### config.mk
export PLATFORM = sky130hd
export DESIGN_NAME = nrzi_rx_decoder
export DESIGN_NICKNAME = d
export VERILOG_FILES = /design/src/rtl/nrzi_rx_decoder.sv
export SDC_FILE = /design/constraint.sdc
export NUM_CORES = 1
export LEC_CHECK = 0
export ABC_CLOCK_PERIOD_IN_PS = 2800
export BUFFER_PORTS_ARGS = -buffer_cell sky130_fd_sc_hd__buf_2
export CAP_MARGIN = 20
export CORE_MARGIN = 3
export CORE_UTILIZATION = 54
export CTS_CLUSTER_DIAMETER = 40
export DETAILED_ROUTE_END_ITERATION = 16
export PLACE_DENSITY = 0.77
export SKIP_LAST_GASP = 1
export SLEW_MARGIN = 20
export SYNTH_ARGS = -nofsm -noshare
export SYNTH_HDL_FRONTEND = slang
export SYNTH_SLANG_ARGS = --single-unit
### constraint.sdc
create_clock -name clk -period 2.8 [get_ports clk]
set_clock_uncertainty 0.1 [all_clocks]
set_input_delay 0.84 -clock clk [delete_from_list [all_inputs] [get_ports clk]]
set_output_delay 0.84 -clock clk [all_outputs]
set_load 0.01 [all_outputs]
### src/rtl/nrzi_rx_decoder.sv
// nrzi_rx_decoder: NRZI receive decoder with zero-unstuffing and LSB-first
// word assembly, delivering words on a valid/ready output port.
//
// Output handshake: out_valid is raised when a word loads into out_data and
// stays high, with out_data unchanged, until the cycle in which out_valid &&
// out_ready is seen at a rising clk edge; the word is then consumed and
// out_valid drops on the next cycle unless a new word loads on that same edge.
// A word completing while out_valid && !out_ready is dropped and flagged on
// overrun.
module nrzi_rx_decoder #(
    parameter int   WIDTH      = 8,
    parameter int   STUFF_LEN  = 6,
    parameter logic IDLE_LEVEL = 1'b1
) (
    input  logic             clk,
    input  logic             rst_n,
    input  logic             rx_en,
    input  logic             bit_en,
    input  logic             line_in,
    output logic [WIDTH-1:0] out_data,
    output logic             out_valid,
    input  logic             out_ready,
    output logic             stuff_err,
    output logic             overrun,
    output logic             state_dbg
);

    localparam int BCW = $clog2(WIDTH + 1);
    localparam int OCW = $clog2(STUFF_LEN + 1);

    typedef enum logic {
        IDLE = 1'b0,
        RECV = 1'b1
    } state_t;

    state_t           state_q, state_d;
    logic             prev_q, prev_d;
    logic [WIDTH-1:0] shift_q, shift_d;
    logic [BCW-1:0]   bit_cnt_q, bit_cnt_d;
    logic [OCW-1:0]   ones_q, ones_d;
    logic [WIDTH-1:0] data_d;
    logic             valid_d;
    logic             stuff_d;
    logic             ovr_d;
    logic             dec_bit;
    logic [WIDTH-1:0] word;

    // Debug view of the FSM: 1 while receiving a frame.
    assign state_dbg = (state_q == RECV);

    // NRZI: an unchanged line level means a 1, a transition means a 0.
    assign dec_bit = (line_in == prev_q);
    assign word    = {dec_bit, shift_q[WIDTH-1:1]};

    // Next-state, decode, unstuff and output-port logic.
    always_comb begin
        state_d   = state_q;
        prev_d    = prev_q;
        shift_d   = shift_q;
        bit_cnt_d = bit_cnt_q;
        ones_d    = ones_q;
        data_d    = out_data;
        valid_d   = out_valid;
        stuff_d   = 1'b0;
        ovr_d     = 1'b0;

        // Consumer took the word; a load below may re-raise out_valid.
        if (out_valid && out_ready) begin
            valid_d = 1'b0;
        end

        case (state_q)
            IDLE: begin
                if (rx_en) begin
                    state_d = RECV;
                end
            end
            RECV: begin
                if (!rx_en) begin
                    // Abort: discard the partial word and restart line tracking.
                    state_d   = IDLE;
                    prev_d    = IDLE_LEVEL;
                    shift_d   = '0;
                    bit_cnt_d = '0;
                    ones_d    = '0;
                end else if (bit_en) begin
                    prev_d = line_in;
                    if (ones_q == OCW'(STUFF_LEN)) begin
                        // Stuff slot: never data. A 1 here breaks the stuffing rule.
                        ones_d = '0;
                        if (dec_bit) begin
                            stuff_d   = 1'b1;
                            shift_d   = '0;
                            bit_cnt_d = '0;
                        end
                    end else begin
                        ones_d = dec_bit ? ones_q + 1'b1 : '0;
                        if (bit_cnt_q == BCW'(WIDTH - 1)) begin
                            // Word complete; the ones run deliberately carries over.
                            bit_cnt_d = '0;
                            shift_d   = '0;
                            if (!out_valid || out_ready) begin
                                data_d  = word;
                                valid_d = 1'b1;
                            end else begin
                                ovr_d = 1'b1;
                            end
                        end else begin
                            shift_d   = word;
                            bit_cnt_d = bit_cnt_q + 1'b1;
                        end
                    end
                end
            end
            default: state_d = IDLE;
        endcase
    end

    // State and datapath registers with asynchronous clear.
    always_ff @(posedge clk or negedge rst_n) begin
        if (!rst_n) begin
            state_q   <= IDLE;
            prev_q    <= IDLE_LEVEL;
            shift_q   <= '0;
            bit_cnt_q <= '0;
            ones_q    <= '0;
            out_data  <= '0;
            out_valid <= 1'b0;
            stuff_err <= 1'b0;
            overrun   <= 1'b0;
        end else begin
            state_q   <= state_d;
            prev_q    <= prev_d;
            shift_q   <= shift_d;
            bit_cnt_q <= bit_cnt_d;
            ones_q    <= ones_d;
            out_data  <= data_d;
            out_valid <= valid_d;
            stuff_err <= stuff_d;
            overrun   <= ovr_d;
        end
    end

endmodule

==> impl_metrics.py <==
metrics = {
    "outcome": {
        "status": "complete, no violations",
    },
    "placement": {
        "portBuffers": 17,
        "gp_congestion": 0.8159,
        "place_inst": 133,
        "hpwlAfterDp_mm": 1.408,
    },
    "logic_synthesis": {
        "synth_area_leaders": "dfrtp_1, mux2_2, a22o_1, ha_1, nand2_1",
        "synthSimpleGateAreaFrac_pct": 13.33,
        "synth-main-ff-cell": "dfrtp_1",
        "syn_avg_cell_area_sq_um": 12.35,
        "yosysTopAreaCell": "dfrtp_1",
        "post-synth-top-count-cell": "dfrtp_1",
        "synth_top_family_by_area": "simple AND/OR/NAND/NOR gates",
        "ys_warn_count": 0,
        "yosys-top-cells-count": "dfrtp_1, mux2_2, nand2_1, a22o_1",
        "synth_edf_count": 0,
        "synth_compound_area_share_pct": 11.12,
        "synth_top_cell_area_share_pct": 57.27,
        "synth_cells": 92,
        "synth_nets": 101,
        "syn_area_sq_um": 1136,
        "synth_fa_ha_area_share_pct": 3.304,
        "synth_cell_types": 25,
        "synth_xor_area_share_pct": 0.7709,
        "ys_ff_latch": 27,
        "synth-seq-area-share_pct": 59.58,
        "synthArstFlopShare_pct": 100.0,
        "synthMuxAreaShare_pct": 9.912,
    },
    "run": {
        "max-cap-violations": 0,
    },
    "sta": {
        "fmax_mhz": 440.8,
        "relSlewSlack_pct": 61.58,
        "post-route-period-util_pct": 81.02,
        "final_max_slew_viol_count": 0,
        "fin_crit_ps": 2269,
        "setup_viol": 0,
        "hold_viol_final": 0,
        "rsz0062_at_grt": "false",
        "worst_pin_slew_ps": 576.3,
        "setup_tns_ps": 0,
    },
    "layout": {
        "syn_to_final_growth_pct": 12.22,
        "final_nets": 122,
        "drive_gt1_share_pct": 30.36,
        "fin_cells": 137,
        "diodes": 0,
    },
    "pwr": {
        "clkPwrFrac_pct": 23.3,
        "p_sw_uw": 186.6,
        "seq_power_share_pct": 64.0,
        "share_comb_of_total_power_pct": 12.7,
        "p_per_area_nw_per_um2": 557.5,
        "internal_power_uw": 524.2,
        "power_uw": 710.8,
        "irDropWorstVdd_v": 0.0004508,
        "netSwitchingFraction_pct": 26.25,
        "p_leak_nw": 0.6580,
    },
    "detailed_routing": {
        "drt-initial-drc-count": 5,
        "firstDrtPassIters": 4,
        "drt_wl_total_mm": 1.920,
        "ant_nets": 0,
        "num_vias": 741,
        "route.detailed.drc": 0,
        "vias_per_cell": 5.409,
        "wire_per_inst_um": 14.01,
    },
    "setup_path": {
        "worstPathRequired_ps": 2910,
        "r2r-start": "ones_q[0]",
        "r2r_setup_slack_ps": 530,
        "r2r_end": "out_data[7]",
        "cp-startpoint": "ones_q[0]",
        "path_max_fanout": 8,
        "crit_path_end_kind": "flop",
        "crit_type": "reg2reg",
        "crit_path_start_kind": "flop",
        "arrival_ps": 2380,
        "worst_r2r_path_depth": 6,
        "crit_path_end": "out_data[7]",
    },
    "global_routing": {
        "grt_usage_pct": 16.59,
        "antenna_found_initial": 0,
        "grt_pass1_vias": 760,
        "grt_max_degree": 28,
        "overflow": 0,
        "grt_pass1_wl_mm": 3.387,
    },
    "cts": {
        "postCtsSetupRepairBufs": 0,
        "cts_tree": "yes",
        "clock_latency_ps": 310,
        "cts_buffers": 3,
        "ctsHoldBuffers": 0,
        "cts-root-buf": "clkbuf_4",
        "cts_resized": 0,
        "cts-htree-levels": 1,
        "path_clk_slew_ps": 140,
        "clkSinkCount": 27,
        "clk_path_buf_depth": 2,
    },
    "floorplan": {
        "ios": 18,
        "die_y_um": 51.87,
        "die_w_um": 51.87,
        "start_util_pct": 61.14,
        "core_area_sq_um": 1858,
        "num_rows": 15,
        "dieArea_sq_um": 2690,
    },
    "min_path": {
        "hp-class": "in2async",
    },
}
[worst min-delay path by stage]
stage	from	to	depth (start not counted)
after global routing	rst_n	out_valid	1
final	rst_n	out_valid	1
after floorplan	shift_q[1]	shift_q[1]	1
after detailed placement	out_data[2]	out_data[2]	1
after global placement	out_data[3]	out_data[3]	1
after CTS	rst_n	out_valid	1
[cell families (layout without fill, tap and decap cells)]
| logic type | Yosys count | after routing |
|---|---|---|
| simple gates | 29 | 29 |
| compound gates | 18 | 18 |
| flops | 27 | 27 |
| fa+ha+maj | 3 | 3 |
| buf+inv | 4 | 24 |
| mux | 10 | 10 |
| xor+xnor | 1 | 1 |
[worst max-delay path, stage by stage, from the launching register on]
cell	delay, ps
dfrtp_1	410
inv_1	60
ha_1	220
nand2_1	160
or3b_1	420
nor2b_2	390
mux2_2	390
[power by group through the flow]
| stage | combinational (mW) | clock [mW] | sequential [mW] |
|---|---|---|---|
| final | 0.0902 | 0.166 | 0.455 |
| after global routing | 0.102 | 0.183 | 0.460 |
| after CTS | 0.0916 | 0.168 | 0.454 |
| after detailed placement | 0.0915 | 0 | 0.461 |
| after global placement | 0.0884 | 0 | 0.458 |
| after floorplan | 0.0608 | 0 | 0.455 |
[registers in the layout (all words and copies together) (netlist names)]
name       count
bit_cnt_q      4
out_data       8
ones_q         3
out_valid      1
overrun        1
state_dbg      1
stuff_err      1
prev_q         1
shift_q        7
[cells in the final DEF, fill, tap and decap left out, drive strengths merged]
| cell type | Yosys | routed |
|---|---|---|
| mux2 | 10 | 10 |
| a21o | 1 | 1 |
| nand3b | 1 | 1 |
| nor2 | 4 | 4 |
| nand2 | 10 | 10 |
| and4b | 1 | 1 |
| nand2b | 4 | 4 |
| clkinvlp | 0 | 1 |
| clkbuf | 1 | 3 |
| or3b | 1 | 1 |
| a22o | 7 | 7 |
| dfrtp | 26 | 26 |
| dfstp | 1 | 1 |
| xnor2 | 1 | 1 |
| o21ai | 5 | 5 |
| buf | 1 | 18 |
| nand3 | 5 | 5 |
| a21oi | 2 | 2 |
| o311ai | 1 | 1 |
| nor2b | 1 | 1 |
| o211ai | 1 | 1 |
| ha | 3 | 3 |
| o22ai | 1 | 1 |
| nor3b | 1 | 1 |
| inv | 2 | 2 |
| and3 | 1 | 1 |
[metal layers]
| layer | track usage, % | vias to the layer above | wire length, um |
|---|---|---|---|
| met5 | 0 | - | 0 |
| met4 | 3.057 | 0 | 7 |
| met3 | 4.011 | 2 | 74 |
| met2 | 26.57 | 15 | 918 |
| met1 | 23.06 | 360 | 921 |
| li1 | - | 364 | - |
[layout make-up]
| class | instances | area [sq um] |
|---|---|---|
| fillers | 150 | 583.1 |
| clock inverters | 1 | 7.507 |
| repair buffers | 18 | 92.59 |
| well taps | 25 | 31.28 |
| inverters | 2 | 7.507 |
| flip-flops and latches | 27 | 676.9 |
| clock buffers | 3 | 22.52 |
| multi-input cells | 61 | 436.7 |
[stage by stage]
step	instance area [sq um]	setup WS [ps]	hold slack, ps	util, %
4_1_cts	1275	506.7	413.8	68.62
3_5_place_dp	1245	239.2	391.0	67.00
3_3_place_gp	1245	313.1	387.5	67.00
6_report	1275	531.4	398.7	68.62
5_1_grt	1275	326.6	420.3	68.62
2_1_floorplan	1136	675.5	367.2	-
Power figures use the tool's default switching activity.
